--- config.mk ---
export PLATFORM = sky130hd
export DESIGN_NAME = i2c_sensor_target_flat
export DESIGN_NICKNAME = d
export VERILOG_FILES = /design/src/rtl/i2c_sensor_target_if.sv /design/src/rtl/i2c_sensor_target.sv /design/src/flat_wrapper.sv
export SDC_FILE = /design/constraint.sdc
export NUM_CORES = 1
export LEC_CHECK = 0
export ABC_AREA = 0
export BUFFER_PORTS_ARGS = -buffer_cell sky130_fd_sc_hd__buf_2
export CAP_MARGIN = 10
export CORE_AREA = 2 2 97 99
export CTS_BUF_LIST = sky130_fd_sc_hd__clkbuf_4 sky130_fd_sc_hd__clkbuf_8 sky130_fd_sc_hd__clkbuf_16
export CTS_CLUSTER_SIZE = 14
export DETAILED_ROUTE_END_ITERATION = 10
export DIE_AREA = 0 0 99 101
export PLACE_DENSITY = 0.78
export SETUP_SLACK_MARGIN = 0.2
export SLEW_MARGIN = 20
export SYNTH_ARGS = -nofsm -noshare
export SYNTH_HDL_FRONTEND = slang
export SYNTH_SLANG_ARGS = --single-unit
--- constraint.sdc ---
create_clock -name clk -period 2.5 [get_ports clk]
set_input_delay 0 -clock clk [delete_from_list [all_inputs] [get_ports clk]]
set_output_delay 0 -clock clk [all_outputs]
set_load 0.005 [all_outputs]
--- src/rtl/i2c_sensor_target_if.sv ---
// Interface for i2c_sensor_target: open-drain pad pair, host load port and write-notify outputs.
interface i2c_sensor_target_if #(
    parameter int unsigned PW = 2
);
    logic          scl_in;
    logic          sda_in;
    logic          sda_oe;
    logic          load_en;
    logic [PW-1:0] load_addr;
    logic [7:0]    load_data;
    logic          wr_strb;
    logic [PW-1:0] wr_addr;
    logic [7:0]    wr_data;
    logic          busy;

    modport master (
        output scl_in, sda_in, load_en, load_addr, load_data,
        input  sda_oe, wr_strb, wr_addr, wr_data, busy
    );

    modport slave (
        input  scl_in, sda_in, load_en, load_addr, load_data,
        output sda_oe, wr_strb, wr_addr, wr_data, busy
    );
endinterface

--- src/rtl/i2c_sensor_target.sv ---
// I2C register-bank target with host load port; drives only an SDA pull-low enable.
// Define I2C_TARGET_GLITCH_FILTER_EN to add a 3-sample majority filter on SCL/SDA.
module i2c_sensor_target #(
    parameter logic [6:0]  ADDR     = 7'h48,
    parameter int unsigned NUM_REGS = 4
) (
    input  logic               clk,
    input  logic               rst,
    i2c_sensor_target_if.slave bus
);
    localparam int unsigned PW = $clog2(NUM_REGS);
    localparam int unsigned CW = 4;

    typedef enum logic [3:0] {
        S_IDLE, S_ADDR, S_ADDR_ACK, S_PTR, S_PTR_ACK, S_WDATA, S_WACK, S_RDATA, S_RACK
    } state_t;

    logic [1:0]    r_scl_sync, r_sda_sync;
    logic          r_scl_d, r_sda_d;
    logic          w_scl, w_sda;
    logic          w_scl_rise, w_scl_fall, w_start, w_stop;

    state_t        r_state, w_state_nxt;
    logic [CW-1:0] r_cnt, w_cnt_nxt;
    logic [7:0]    r_shift, w_shift_nxt;
    logic [7:0]    r_tx, w_tx_nxt;
    logic [PW-1:0] r_ptr, w_ptr_nxt, w_ptr_inc;
    logic          r_ack, w_ack_nxt;
    logic          r_sda_oe, w_sda_oe_nxt;
    logic          r_busy, w_busy_nxt;
    logic          r_wr_strb, w_wr_strb_nxt;
    logic [PW-1:0] r_wr_addr, w_wr_addr_nxt;
    logic [7:0]    r_wr_data, w_wr_data_nxt;
    logic          w_store;
    logic [7:0]    w_rd_cur, w_rd_next;
    logic [7:0]    r_regs [NUM_REGS];

    // Synchronizers reset high to match an idle bus, so release never looks like an edge.
    always_ff @(posedge clk or negedge rst) begin
        if (!rst) begin
            r_scl_sync <= 2'b11;
            r_sda_sync <= 2'b11;
        end else begin
            r_scl_sync <= {r_scl_sync[0], bus.scl_in};
            r_sda_sync <= {r_sda_sync[0], bus.sda_in};
        end
    end

`ifdef I2C_TARGET_GLITCH_FILTER_EN
    logic [1:0] r_scl_flt, r_sda_flt;
    logic       r_scl_m, r_sda_m;

    always_ff @(posedge clk or negedge rst) begin
        if (!rst) begin
            r_scl_flt <= 2'b11;
            r_sda_flt <= 2'b11;
            r_scl_m   <= 1'b1;
            r_sda_m   <= 1'b1;
        end else begin
            r_scl_flt <= {r_scl_flt[0], r_scl_sync[1]};
            r_sda_flt <= {r_sda_flt[0], r_sda_sync[1]};
            r_scl_m   <= (r_scl_sync[1] & r_scl_flt[0]) | (r_scl_sync[1] & r_scl_flt[1]) |
                         (r_scl_flt[0] & r_scl_flt[1]);
            r_sda_m   <= (r_sda_sync[1] & r_sda_flt[0]) | (r_sda_sync[1] & r_sda_flt[1]) |
                         (r_sda_flt[0] & r_sda_flt[1]);
        end
    end

    assign w_scl = r_scl_m;
    assign w_sda = r_sda_m;
`else
    assign w_scl = r_scl_sync[1];
    assign w_sda = r_sda_sync[1];
`endif

    always_ff @(posedge clk or negedge rst) begin
        if (!rst) begin
            r_scl_d <= 1'b1;
            r_sda_d <= 1'b1;
        end else begin
            r_scl_d <= w_scl;
            r_sda_d <= w_sda;
        end
    end

    assign w_scl_rise = w_scl & ~r_scl_d;
    assign w_scl_fall = ~w_scl & r_scl_d;
    assign w_start    = w_scl & r_scl_d & r_sda_d & ~w_sda;
    assign w_stop     = w_scl & r_scl_d & ~r_sda_d & w_sda;
    assign w_ptr_inc  = r_ptr + PW'(1);
    assign w_rd_cur   = r_regs[r_ptr];
    assign w_rd_next  = r_regs[w_ptr_inc];

    always_ff @(posedge clk or negedge rst) begin
        if (!rst) begin
            r_state   <= S_IDLE;
            r_cnt     <= '0;
            r_shift   <= '0;
            r_tx      <= '0;
            r_ptr     <= '0;
            r_ack     <= 1'b0;
            r_sda_oe  <= 1'b0;
            r_busy    <= 1'b0;
            r_wr_strb <= 1'b0;
            r_wr_addr <= '0;
            r_wr_data <= '0;
        end else begin
            r_state   <= w_state_nxt;
            r_cnt     <= w_cnt_nxt;
            r_shift   <= w_shift_nxt;
            r_tx      <= w_tx_nxt;
            r_ptr     <= w_ptr_nxt;
            r_ack     <= w_ack_nxt;
            r_sda_oe  <= w_sda_oe_nxt;
            r_busy    <= w_busy_nxt;
            r_wr_strb <= w_wr_strb_nxt;
            r_wr_addr <= w_wr_addr_nxt;
            r_wr_data <= w_wr_data_nxt;
        end
    end

    // Bus protocol: bits shift on SCL rise, every SDA drive change happens on SCL fall.
    always_comb begin
        w_state_nxt   = r_state;
        w_cnt_nxt     = r_cnt;
        w_shift_nxt   = r_shift;
        w_tx_nxt      = r_tx;
        w_ptr_nxt     = r_ptr;
        w_ack_nxt     = r_ack;
        w_sda_oe_nxt  = r_sda_oe;
        w_busy_nxt    = r_busy;
        w_wr_strb_nxt = 1'b0;
        w_wr_addr_nxt = r_wr_addr;
        w_wr_data_nxt = r_wr_data;
        w_store       = 1'b0;

        if (w_stop) begin
            w_state_nxt  = S_IDLE;
            w_sda_oe_nxt = 1'b0;
            w_busy_nxt   = 1'b0;
        end else if (w_start) begin
            w_state_nxt  = S_ADDR;
            w_cnt_nxt    = '0;
            w_sda_oe_nxt = 1'b0;
        end else begin
            case (r_state)
                S_ADDR, S_PTR, S_WDATA: begin
                    if (w_scl_rise) begin
                        w_shift_nxt = {r_shift[6:0], w_sda};
                        w_cnt_nxt   = r_cnt + CW'(1);
                    end else if (w_scl_fall && r_cnt == CW'(8)) begin
                        w_sda_oe_nxt = 1'b1;
                        if (r_state == S_ADDR) begin
                            if (r_shift[7:1] == ADDR) begin
                                w_state_nxt = S_ADDR_ACK;
                                w_busy_nxt  = 1'b1;
                            end else begin
                                w_state_nxt  = S_IDLE;
                                w_sda_oe_nxt = 1'b0;
                            end
                        end else if (r_state == S_PTR) begin
                            w_state_nxt = S_PTR_ACK;
                            w_ptr_nxt   = r_shift[PW-1:0];
                        end else begin
                            w_state_nxt   = S_WACK;
                            w_store       = 1'b1;
                            w_wr_strb_nxt = 1'b1;
                            w_wr_addr_nxt = r_ptr;
                            w_wr_data_nxt = r_shift;
                            w_ptr_nxt     = w_ptr_inc;
                        end
                    end
                end
                S_ADDR_ACK: begin
                    if (w_scl_fall) begin
                        w_cnt_nxt = '0;
                        if (r_shift[0]) begin
                            w_state_nxt  = S_RDATA;
                            w_tx_nxt     = w_rd_cur;
                            w_sda_oe_nxt = ~w_rd_cur[7];
                        end else begin
                            w_state_nxt  = S_PTR;
                            w_sda_oe_nxt = 1'b0;
                        end
                    end
                end
                S_PTR_ACK, S_WACK: begin
                    if (w_scl_fall) begin
                        w_state_nxt  = S_WDATA;
                        w_cnt_nxt    = '0;
                        w_sda_oe_nxt = 1'b0;
                    end
                end
                S_RDATA: begin
                    if (w_scl_fall) begin
                        if (r_cnt == CW'(7)) begin
                            w_state_nxt  = S_RACK;
                            w_sda_oe_nxt = 1'b0;
                        end else begin
                            w_tx_nxt     = {r_tx[6:0], 1'b0};
                            w_sda_oe_nxt = ~r_tx[6];
                            w_cnt_nxt    = r_cnt + CW'(1);
                        end
                    end
                end
                S_RACK: begin
                    if (w_scl_rise) begin
                        w_ack_nxt = ~w_sda;
                    end else if (w_scl_fall) begin
                        if (r_ack) begin
                            w_state_nxt  = S_RDATA;
                            w_ptr_nxt    = w_ptr_inc;
                            w_tx_nxt     = w_rd_next;
                            w_sda_oe_nxt = ~w_rd_next[7];
                            w_cnt_nxt    = '0;
                        end else begin
                            w_state_nxt  = S_IDLE;
                            w_sda_oe_nxt = 1'b0;
                        end
                    end
                end
                default: w_state_nxt = S_IDLE;
            endcase
        end
    end

    // Host load is applied after the I2C store so it wins on a same-register collision.
    always_ff @(posedge clk or negedge rst) begin
        if (!rst) begin
            for (int i = 0; i < NUM_REGS; i++) r_regs[i] <= '0;
        end else begin
            if (w_store)     r_regs[r_ptr]         <= r_shift;
            if (bus.load_en) r_regs[bus.load_addr] <= bus.load_data;
        end
    end

    assign bus.sda_oe  = r_sda_oe;
    assign bus.wr_strb = r_wr_strb;
    assign bus.wr_addr = r_wr_addr;
    assign bus.wr_data = r_wr_data;
    assign bus.busy    = r_busy;
endmodule

--- src/flat_wrapper.sv ---
// flat-port wrapper written by rule: the top's interface ports become plain ports
module i2c_sensor_target_flat 
#(
    parameter logic [6:0]  ADDR     = 7'h48,
    parameter int unsigned NUM_REGS = 4
)
  (clk, rst, bus_scl_in, bus_sda_in, bus_load_en, bus_load_addr, bus_load_data, bus_sda_oe, bus_wr_strb, bus_wr_addr, bus_wr_data, bus_busy);
  i2c_sensor_target_if #(.PW((2))) bus_i ();
  input  logic clk;
  input  logic rst;
  input wire logic [$bits(bus_i.scl_in)-1:0] bus_scl_in;
  input wire logic [$bits(bus_i.sda_in)-1:0] bus_sda_in;
  input wire logic [$bits(bus_i.load_en)-1:0] bus_load_en;
  input wire logic [$bits(bus_i.load_addr)-1:0] bus_load_addr;
  input wire logic [$bits(bus_i.load_data)-1:0] bus_load_data;
  output wire logic [$bits(bus_i.sda_oe)-1:0] bus_sda_oe;
  output wire logic [$bits(bus_i.wr_strb)-1:0] bus_wr_strb;
  output wire logic [$bits(bus_i.wr_addr)-1:0] bus_wr_addr;
  output wire logic [$bits(bus_i.wr_data)-1:0] bus_wr_data;
  output wire logic [$bits(bus_i.busy)-1:0] bus_busy;
  assign bus_i.scl_in = bus_scl_in;
  assign bus_i.sda_in = bus_sda_in;
  assign bus_i.load_en = bus_load_en;
  assign bus_i.load_addr = bus_load_addr;
  assign bus_i.load_data = bus_load_data;
  assign bus_sda_oe = bus_i.sda_oe;
  assign bus_wr_strb = bus_i.wr_strb;
  assign bus_wr_addr = bus_i.wr_addr;
  assign bus_wr_data = bus_i.wr_data;
  assign bus_busy = bus_i.busy;
  i2c_sensor_target #(.ADDR(ADDR), .NUM_REGS(NUM_REGS)) u_core (.clk(clk), .rst(rst), .bus(bus_i));
endmodule
==> results of run 1 <==
==> sequential cells by signal, indices dropped and copies added, names as in the netlist, 2 cells and up <==
signal,count
u_core.r_sda_sync,2
u_core.bus.wr_addr,2
u_core.bus.wr_data,8
u_core.r_cnt,4
u_core.r_tx,7
u_core.r_ptr,2
u_core.r_regs,32
u_core.r_scl_sync,2
u_core.r_state,4
u_core.r_shift,8
==> synthesized netlist by cell type, types with 7 or more instances <==
cell type	count	area [um2]
dfrtp_1	71	1780
mux2_2	7	78.8
inv_1	12	45.0
nor2_1	20	75.1
mux2i_1	37	370
o21ai_1	19	95.1
mux4_2	15	338
nand2_1	83	312
a21oi_1	15	75.1
buf_2	8	40.0
o21ai_0	32	160
==> per-stage QoR <==
step	hold WS, ns	instances	util	area (um2)
after floorplan	-0.296	431	-	4410
after global placement	0.106	555	0.512	4600
after detailed placement	0.108	555	0.512	4600
after CTS	0.127	582	0.545	4890
after global routing	0.155	582	0.545	4890
final	0.146	582	0.545	4890
==> per-layer routing <==
layer  vias to the layer above  GRT usage  part of all wire
li1                       1610          -                 -
met2                        69      0.350              0.49
met5                         -          0                 0
met1                      1687      0.285              0.46
met3                        12     0.0298             0.031
met4                         0     0.0864             0.017
==> cells by family after synthesis <==
family | Yosys count
DFF | 77
and+or+nand+nor | 148
xor gates and xnor gates | 1
adders and majority gates | 7
muxes | 59
AOI/OAI and AO/OA | 100
buffers and inverters | 39
==> path summary, 6_finish.rpt <==
| kind | slack [ns] | end | from | cells after the start |
|---|---|---|---|---|
| min in group asynchronous | 0.35 | u_core.bus.busy | rst | 2 |
| max reg2reg | 0.36 | u_core.bus.sda_oe | u_core.r_ptr[1] | 7 |
| max in group asynchronous | 1.49 | u_core.r_state[0] | rst | 2 |
| min reg2reg | 0.36 | u_core.r_sda_sync[1] | u_core.r_sda_sync[0] | 0 |
| max | 0.36 | u_core.bus.sda_oe | u_core.r_ptr[1] | 7 |
| min | 0.15 | u_core.r_regs[10] | bus_load_addr[0] | 5 |
==> power groups by stage <==
stage / registers [uW] / logic (uW) / clock network [uW]
floorplan: 1730 / 1520 / 0
global route: 1930 / 1920 / 953
detailed placement: 1900 / 1710 / 0
CTS: 1880 / 1730 / 912
global placement: 1880 / 1650 / 0
finish: 1890 / 1730 / 893
==> cell usage in the layout, fill, tap and decap left out, types with 6 or more instances in the layout <==
cell type / n
a31oi_1: 6
dfstp_2: 6
o21ai_1: 19
nor2_1: 20
buf_2: 26
clkbuf_8: 11
buf_4: 13
dfrtp_1: 70
a22o_1: 6
mux2i_1: 37
mux2_2: 7
mux4_2: 15
dlygate4sd3_1: 11
a21oi_1: 15
nand2_1: 83
inv_1: 11
o21ai_0: 32
==> cell type report <==
class | instances | area, um2
tap | 111 | 139
sequential | 77 | 1940
clock buffer | 11 | 151
inverter | 13 | 52.6
fill | 766 | 4080
timing repair buffer | 50 | 338
clock inverter | 5 | 35.0
multi-input combinational | 315 | 2240
==> critical path: cells and delay by family (launching register included) <==
family,cells,cell delay [ns]
adder cells (fa/ha/maj),1,0.38
AND/OR/NAND/NOR,1,0.36
AO/OA/AOI/OAI,3,0.33
flip-flops,1,0.37
multiplexers,1,0.53
buffers and inverters,1,0.11
==> timing repair <==
| action | CTS | global route |
|---|---|---|
| endpoints found under the setup margin | 0 | 22 |
| hold buffers | 11 | 0 |
| resized for setup | 0 | 1 |
| endpoints found under the hold margin | 105 | 0 |
==> flow_summary.json, run 1 <==
{
  "seqPwrFrac": 0.418,
  "cts_tree": "built",
  "grt_overflow": 0,
  "grt_pass1_wl_um": 16800,
  "switching_share": 0.381,
  "critPathCaptureType": "register",
  "first_global_vias": 3368,
  "worstSetupStartpointType": "register",
  "p_comb_frac": 0.384,
  "first_iter_violations": 135,
  "dieArea_um2": 10000,
  "synth_area_um2": 4370,
  "timing.final.max_slew_violations": 0,
  "cp_max_fo": 9,
  "routed_via_density": 5.80,
  "ys_warn_count": 0,
  "power_frac_clock": 0.198,
  "max_cap_violations": 0,
  "insertion_delay_ns": 0.36,
  "async_flop_share": 1.00,
  "rows": 35,
  "arrival_ns": 2.43,
  "ys_seq_area_frac": 0.443,
  "firstDrtPassIters": 4,
  "clkSinkCount": 77,
  "clockRootBuffer": "clkbuf_8",
  "yosys.area_share.simple": 0.169,
  "critical_path.max_stage_delay_ns": 0.53,
  "max_slew_margin": 0.354,
  "synthDistinctLibCells": 60,
  "cpMaxStageDelayCell": "mux4_2",
  "synth_top_family_by_area": "multiplexers",
  "design.core.area_um2": 8980,
  "rsz0062_at_grt": "false",
  "ant_nets": 0,
  "antenna_cells": 0,
  "synth_compound_area_frac": 0.140,
  "initial_core_util": 0.486,
  "htreeDepth": 3,
  "internal_power_uw": 2790,
  "vias": 3378,
  "clk_pin_slew_ns": 0.08,
  "globalplace.congestion": 0.892,
  "drive_gt1_frac": 0.221,
  "portBuffers": 27,
  "synth_edf_count": 0,
  "synth-xor-area-share": 0.00201,
  "hp-class": "in2reg",
  "cts_max_path_buffers": 2,
  "cts_buffers": 9,
  "fin_crit_sh": 0.858,
  "pre_cts_ws_ns": 0.296,
  "postCtsSetupBuffers": 0,
  "skew_ns": 0.0120,
  "fin_setup_tns_ns": 0,
  "power_density_nw_per_um2": 922,
  "synth_mux_area_frac": 0.180,
  "grt_usage": 0.212,
  "syn_to_final_growth_pct": 12.1,
  "nNetsFinal": 487,
  "required_ns": 2.79,
  "synth_cells": 431,
  "synthFlopType": "dfrtp_1",
  "vdd_drop_max_v": 0.000483,
  "dp_hpwl_um": 6860,
  "drt-wirelength-per-cell_um": 17.1,
  "syn_nets": 452,
  "outcome": "finished, final reports clean",
  "grt_start_max_net_pins": 78,
  "antenna_found_initial": 0,
  "synth_fa_ha_area_frac": 0.0195,
  "ios": 28,
  "worstMarginPinSlew_ns": 0.969,
  "hold_viol_final": 0,
  "power_uw": 4510,
  "setup_viol": 0,
  "clock.fmax_mhz": 466,
  "leakage_uw": 0.00236,
  "crit_chain": "inv_1 > ha_4 > mux4_2 > o22ai_1 > a31oi_1 > or3b_1 > o21ai_1",
  "die_height_um": 101,
  "wl_um": 9930,
  "worstSetupPathType": "reg2reg",
  "synth-seq-cells": 77,
  "min_period_ns": 2.14,
  "timing.final.ws_setup_ns": 0.356,
  "syn_avg_cell_area_um2": 10.1,
  "switchingPower_uw": 1720,
  "post-route-drc-count": 0,
  "die_w_um": 99
}
No activity file was read; power rests on OpenSTA's default activity.
==> run 2: changes to the inputs <==
- clock period: 2.5 -> 1.85 ns (I/O delays scaled with it)
==> flow_summary.json, run 2 (synthesized netlist as in run 1, its figures left out) <==
{
  "outcome": "complete, but fails checks",
  "violations": "negative setup slack",
  "first_iter_violations": 191,
  "largest_reg_flops": 32,
  "critical_path.max_stage_delay_ns": 0.48,
  "worstSetupStartpointType": "register",
  "antenna_found_initial": 0,
  "cts_tree": "built",
  "routed_via_density": 5.80,
  "clkSinkCount": 77,
  "die_height_um": 101,
  "clockRootBuffer": "clkbuf_8",
  "final_common_cell": "nand2_1",
  "vias": 3633,
  "finish.instance_area_um2": 5520,
  "antenna_cells": 0,
  "worstMarginPinSlew_ns": 0.598,
  "place_area_um2": 4950,
  "fin_crit_sh": 1.05,
  "grt_overflow": 0,
  "initial_core_util": 0.486,
  "design.core.area_um2": 8980,
  "hold_ws_ns": 0.143,
  "max_slew_margin": 0.601,
  "hold_viol_final": 0,
  "crit_family": "multiplexers",
  "timing.final.max_slew_violations": 0,
  "hp-class": "in2async",
  "reg2reg_from": "u_core.r_ptr[1]",
  "rsz0062_at_grt": "true",
  "cpMaxStageDelayCell": "mux4_2",
  "cts_buffers": 9,
  "grt_start_max_net_pins": 34,
  "timing.final.ws_setup_ns": -0.0996,
  "insertion_delay_ns": 0.35,
  "firstDrtPassIters": 5,
  "arrival_ns": 2.23,
  "skew_ns": 0.00739,
  "dieArea_um2": 10000,
  "r2r-end": "u_core.bus.sda_oe",
  "cp_max_fo": 2,
  "reg2reg_depth": 7,
  "worstSetupPathType": "reg2reg",
  "required_ns": 2.13,
  "max_cap_violations": 0,
  "layout_common_cells": "nand2_1 (82), dfrtp_1 (68), buf_4 (53)",
  "clk_pin_slew_ns": 0.08,
  "syn_to_final_growth_pct": 26.4,
  "clock.fmax_mhz": 513,
  "critPathCaptureType": "register",
  "vdd_drop_max_v": 0.000869,
  "cts_max_path_buffers": 2,
  "crit_chain": "inv_1 > ha_4 > mux4_2 > o22ai_1 > a31oi_1 > or3b_1 > o21ai_1",
  "ios": 28,
  "leakage_uw": 0.00261,
  "portBuffers": 27,
  "post-route-drc-count": 0,
  "setup_viol": 8,
  "first_global_vias": 3707,
  "drt-wirelength-per-cell_um": 17.4,
  "rows": 35,
  "min_period_ns": 1.95,
  "pre_cts_ws_ns": -0.0848,
  "drive_gt1_frac": 0.326,
  "power_density_nw_per_um2": 1310,
  "globalplace.congestion": 0.930,
  "ant_nets": 0,
  "cp_num_buf_inv": 1,
  "htreeDepth": 3,
  "fin_util": 0.615,
  "wl_um": 10900,
  "nNetsFinal": 532,
  "grt_usage": 0.229,
  "r2r_setup_slack_ns": -0.1,
  "die_w_um": 99,
  "dp_hpwl_um": 7440,
  "grt_pass1_wl_um": 18000,
  "top_register": "u_core.r_regs"
}
run 2: cell count changes in the layout (fill, tap and decap cells not counted), sizes merged:
cell and delta:
clkinvlp -1, clkinv -4, bufinv +4, buf +45
run 2: cell type report:
| type | count | area (um2) |
|---|---|---|
| fillers | 688 | 3460 |
| multi-input cells | 315 | 2390 |
| flip-flops and latches | 77 | 1940 |
| repair buffers | 95 | 721 |
| clock buffers | 11 | 145 |
| well taps | 111 | 139 |
| clock inverters | 4 | 120 |
| inverters | 13 | 63.8 |
run 2: power by group:
part / total [uW] / internal, uW / switching [uW]
registers: 2500 / 2070 / 434
clock network: 1690 / 1080 / 613
logic: 3050 / 1580 / 1480
total: 7240 / 4720 / 2520
run 2: repair_timing:
action,CTS,global route
hold buffers,11,0
pin swaps,4,2
endpoints found under the setup margin,59,70
endpoints found under the hold margin,96,0
cloned,0,0
gates resized for setup,9,30
buffers inserted,4,3
run 2: how the worst max path moves through the flow:
| stage | endpoint | startpoint | cells after the start |
|---|---|---|---|
| floorplan | u_core.bus.sda_oe | u_core.r_ptr[0] | 10 |
| global placement | u_core.bus.sda_oe | u_core.r_ptr[0] | 7 |
| detailed placement | u_core.bus.sda_oe | u_core.r_ptr[0] | 7 |
| CTS | u_core.bus.sda_oe | u_core.r_ptr[0] | 7 |
| global route | u_core.bus.sda_oe | u_core.r_ptr[1] | 7 |
| finish | u_core.bus.sda_oe | u_core.r_ptr[1] | 7 |
run 2: layer usage:
layer  share of wire  vias to the layer above  track usage
met5               0                        -            0
met4           0.021                        0        0.102
met3           0.058                       20       0.0395
met2            0.53                      133        0.401
met1            0.39                     1781        0.276
li1                -                     1699            -
run 2: stage by stage:
step                instances  setup TNS, ns  power [uW]
CTS                       623         -0.253        7110
global route              626          -1.41        7690
finish                    626         -0.320        7240
detailed placement        593         -0.373        5300
global placement          593        -0.0198        5170
floorplan                 431          -1.72        4470
==> run 3: changes to the inputs <==
- PLACE_DENSITY: 0.78 -> 0.76
- clock period: 1.85 -> 1.9 ns (I/O delays scaled with it)
==> flow_summary.json, run 3 (synthesized netlist as in run 1, its figures left out) <==
{
  "outcome": "complete, but fails checks",
  "violations": "negative setup slack",
  "hold_ws_ns": 0.0683,
  "largest_reg_flops": 32,
  "reg2reg_depth": 7,
  "routed_via_density": 5.94,
  "min_period_ns": 1.99,
  "ant_nets": 0,
  "top_register": "u_core.r_regs",
  "seqPwrFrac": 0.346,
  "ios": 28,
  "hp-class": "in2async",
  "cts_tree": "built",
  "antenna_found_initial": 0,
  "met3_wirelength_um": 635,
  "hold_viol_final": 0,
  "drt-wirelength-per-cell_um": 18.0,
  "portBuffers": 27,
  "arrival_ns": 2.28,
  "vias": 3777,
  "dp_hpwl_um": 7440,
  "initial_core_util": 0.486,
  "power_frac_clock": 0.177,
  "die_w_um": 99,
  "wl_met1_um": 4480,
  "switching_share": 0.393,
  "nNetsFinal": 541,
  "highest_layer": "met4",
  "critPathCaptureType": "register",
  "first_iter_violations": 260,
  "switchingPower_uw": 2730,
  "cts_max_path_buffers": 2,
  "drive_gt1_frac": 0.377,
  "vdd_drop_max_v": 0.000808,
  "grt_usage": 0.236,
  "first_global_vias": 3782,
  "worstSetupStartpointType": "register",
  "grt_overflow": 0,
  "timing.final.max_slew_violations": 0,
  "leakage_uw": 0.00267,
  "cpMaxStageDelayCell": "mux4_2",
  "cp_max_fo": 4,
  "design.core.area_um2": 8980,
  "final_common_cell": "nand2_1",
  "insertion_delay_ns": 0.36,
  "setup_viol": 2,
  "dieArea_um2": 10000,
  "htreeDepth": 3,
  "post-route-drc-count": 0,
  "fillers": 675,
  "required_ns": 2.19,
  "rows": 35,
  "die_height_um": 101,
  "p_comb_frac": 0.477,
  "place_area_um2": 4870,
  "grt_start_max_net_pins": 41,
  "clock.fmax_mhz": 502,
  "cts_buffers": 9,
  "globalplace.congestion": 0.988,
  "timing.final.ws_setup_ns": -0.0931,
  "max_slew_margin": 0.605,
  "skew_ns": 0.0136,
  "crit_chain": "inv_4 > ha_4 > mux4_2 > o22ai_1 > a31oi_1 > or3b_1 > o21ai_2",
  "finish.instance_area_um2": 5650,
  "syn_to_final_growth_pct": 29.3,
  "clk_pin_slew_ns": 0.10,
  "clockRootBuffer": "clkbuf_8",
  "antenna_cells": 0,
  "max_cap_violations": 0,
  "fin_crit_sh": 1.05,
  "firstDrtPassIters": 5,
  "wl_um": 11500,
  "dr_wl_met2_um": 6020,
  "worstMarginPinSlew_ns": 0.592,
  "layout_common_cells": "nand2_1 (79), dfrtp_1 (67), buf_4 (55)",
  "worstSetupPathType": "reg2reg",
  "power_density_nw_per_um2": 1230,
  "clkSinkCount": 77,
  "critical_path.max_stage_delay_ns": 0.48,
  "rsz0062_at_grt": "true",
  "internal_power_uw": 4210,
  "grt_pass1_wl_um": 18600
}
[run 3: cell count changes in the layout (fill, tap and decap cells not counted), sizes merged]
cell / before / now
clkbuf: 11 / 9
clkinv: 1 / 3
inv: 12 / 17
bufinv: 4 / 0
buf: 84 / 93
[run 3: routing by layer]
| metal | vias up | track usage |
|---|---|---|
| met1 | 1862 | 0.294 |
| met4 | 0 | 0.115 |
| met2 | 157 | 0.409 |
| met3 | 37 | 0.0270 |
| met5 | - | 0 |
| li1 | 1721 | - |
[run 3: stage by stage]
step	worst slack (ns)	cells	TNS [ns]	total power (uW)	util
2_1_floorplan	-0.417	431	-1.33	4340	-
3_3_place_gp	0.0201	583	0	4940	0.543
3_5_place_dp	-0.0489	583	-0.0727	5070	0.543
4_1_cts	-0.0603	625	-0.0603	6560	0.605
5_1_grt	-0.156	636	-0.984	7330	0.629
6_report	-0.0931	636	-0.0983	6940	0.629
[run 3: power by group through the flow]
stage	registers [uW]	logic, uW	clock network (uW)
after floorplan	2280	2060	0
after global placement	2390	2550	0
after detailed placement	2420	2650	0
after CTS	2390	2940	1240
after global routing	2450	3570	1310
final	2400	3310	1230
[run 3: critical path, delay by kind of cell (launching register included)]
| family | cells | cell delay [ns] |
|---|---|---|
| multiplexers | 1 | 0.48 |
| adder cells (fa/ha/maj) | 1 | 0.28 |
| AO/OA/AOI/OAI | 3 | 0.30 |
| buffers and inverters | 1 | 0.06 |
| AND/OR/NAND/NOR | 1 | 0.41 |
| flip-flops | 1 | 0.41 |
[run 3: path summary, 6_finish.rpt]
path,start,end,slack [ns]
setup / recovery,u_core.r_ptr[0],u_core.bus.sda_oe,-0.09
max in group asynchronous,rst,u_core.r_cnt[2],1.27
hold / removal,rst,u_core.r_state[0],0.07
setup reg to reg,u_core.r_ptr[0],u_core.bus.sda_oe,-0.09
hold reg to reg,u_core.r_sda_sync[0],u_core.r_sda_sync[1],0.35
min in group clk,bus_load_addr[0],u_core.r_regs[15],0.14
[run 3: final cells by class]
class | instances | area (um2) | area share
repair buffers | 104 | 822 | 0.146
multi-input cells | 315 | 2490 | 0.441
flip-flops and latches | 77 | 1940 | 0.344
inverters | 13 | 63.8 | 0.0113
clock inverters | 7 | 66.3 | 0.0117
clock buffers | 9 | 124 | 0.0219
well taps | 111 | 139 | 0.0246
[run 3: what timing repair did]
| action | CTS | global route |
|---|---|---|
| gates resized for setup | 43 | 36 |
| endpoints found under the hold margin | 111 | 0 |
| gates cloned | 0 | 0 |
| setup endpoints to repair | 63 | 65 |
| hold buffers | 11 | 0 |
| buffers inserted | 15 | 11 |
| pin swaps | 19 | 15 |
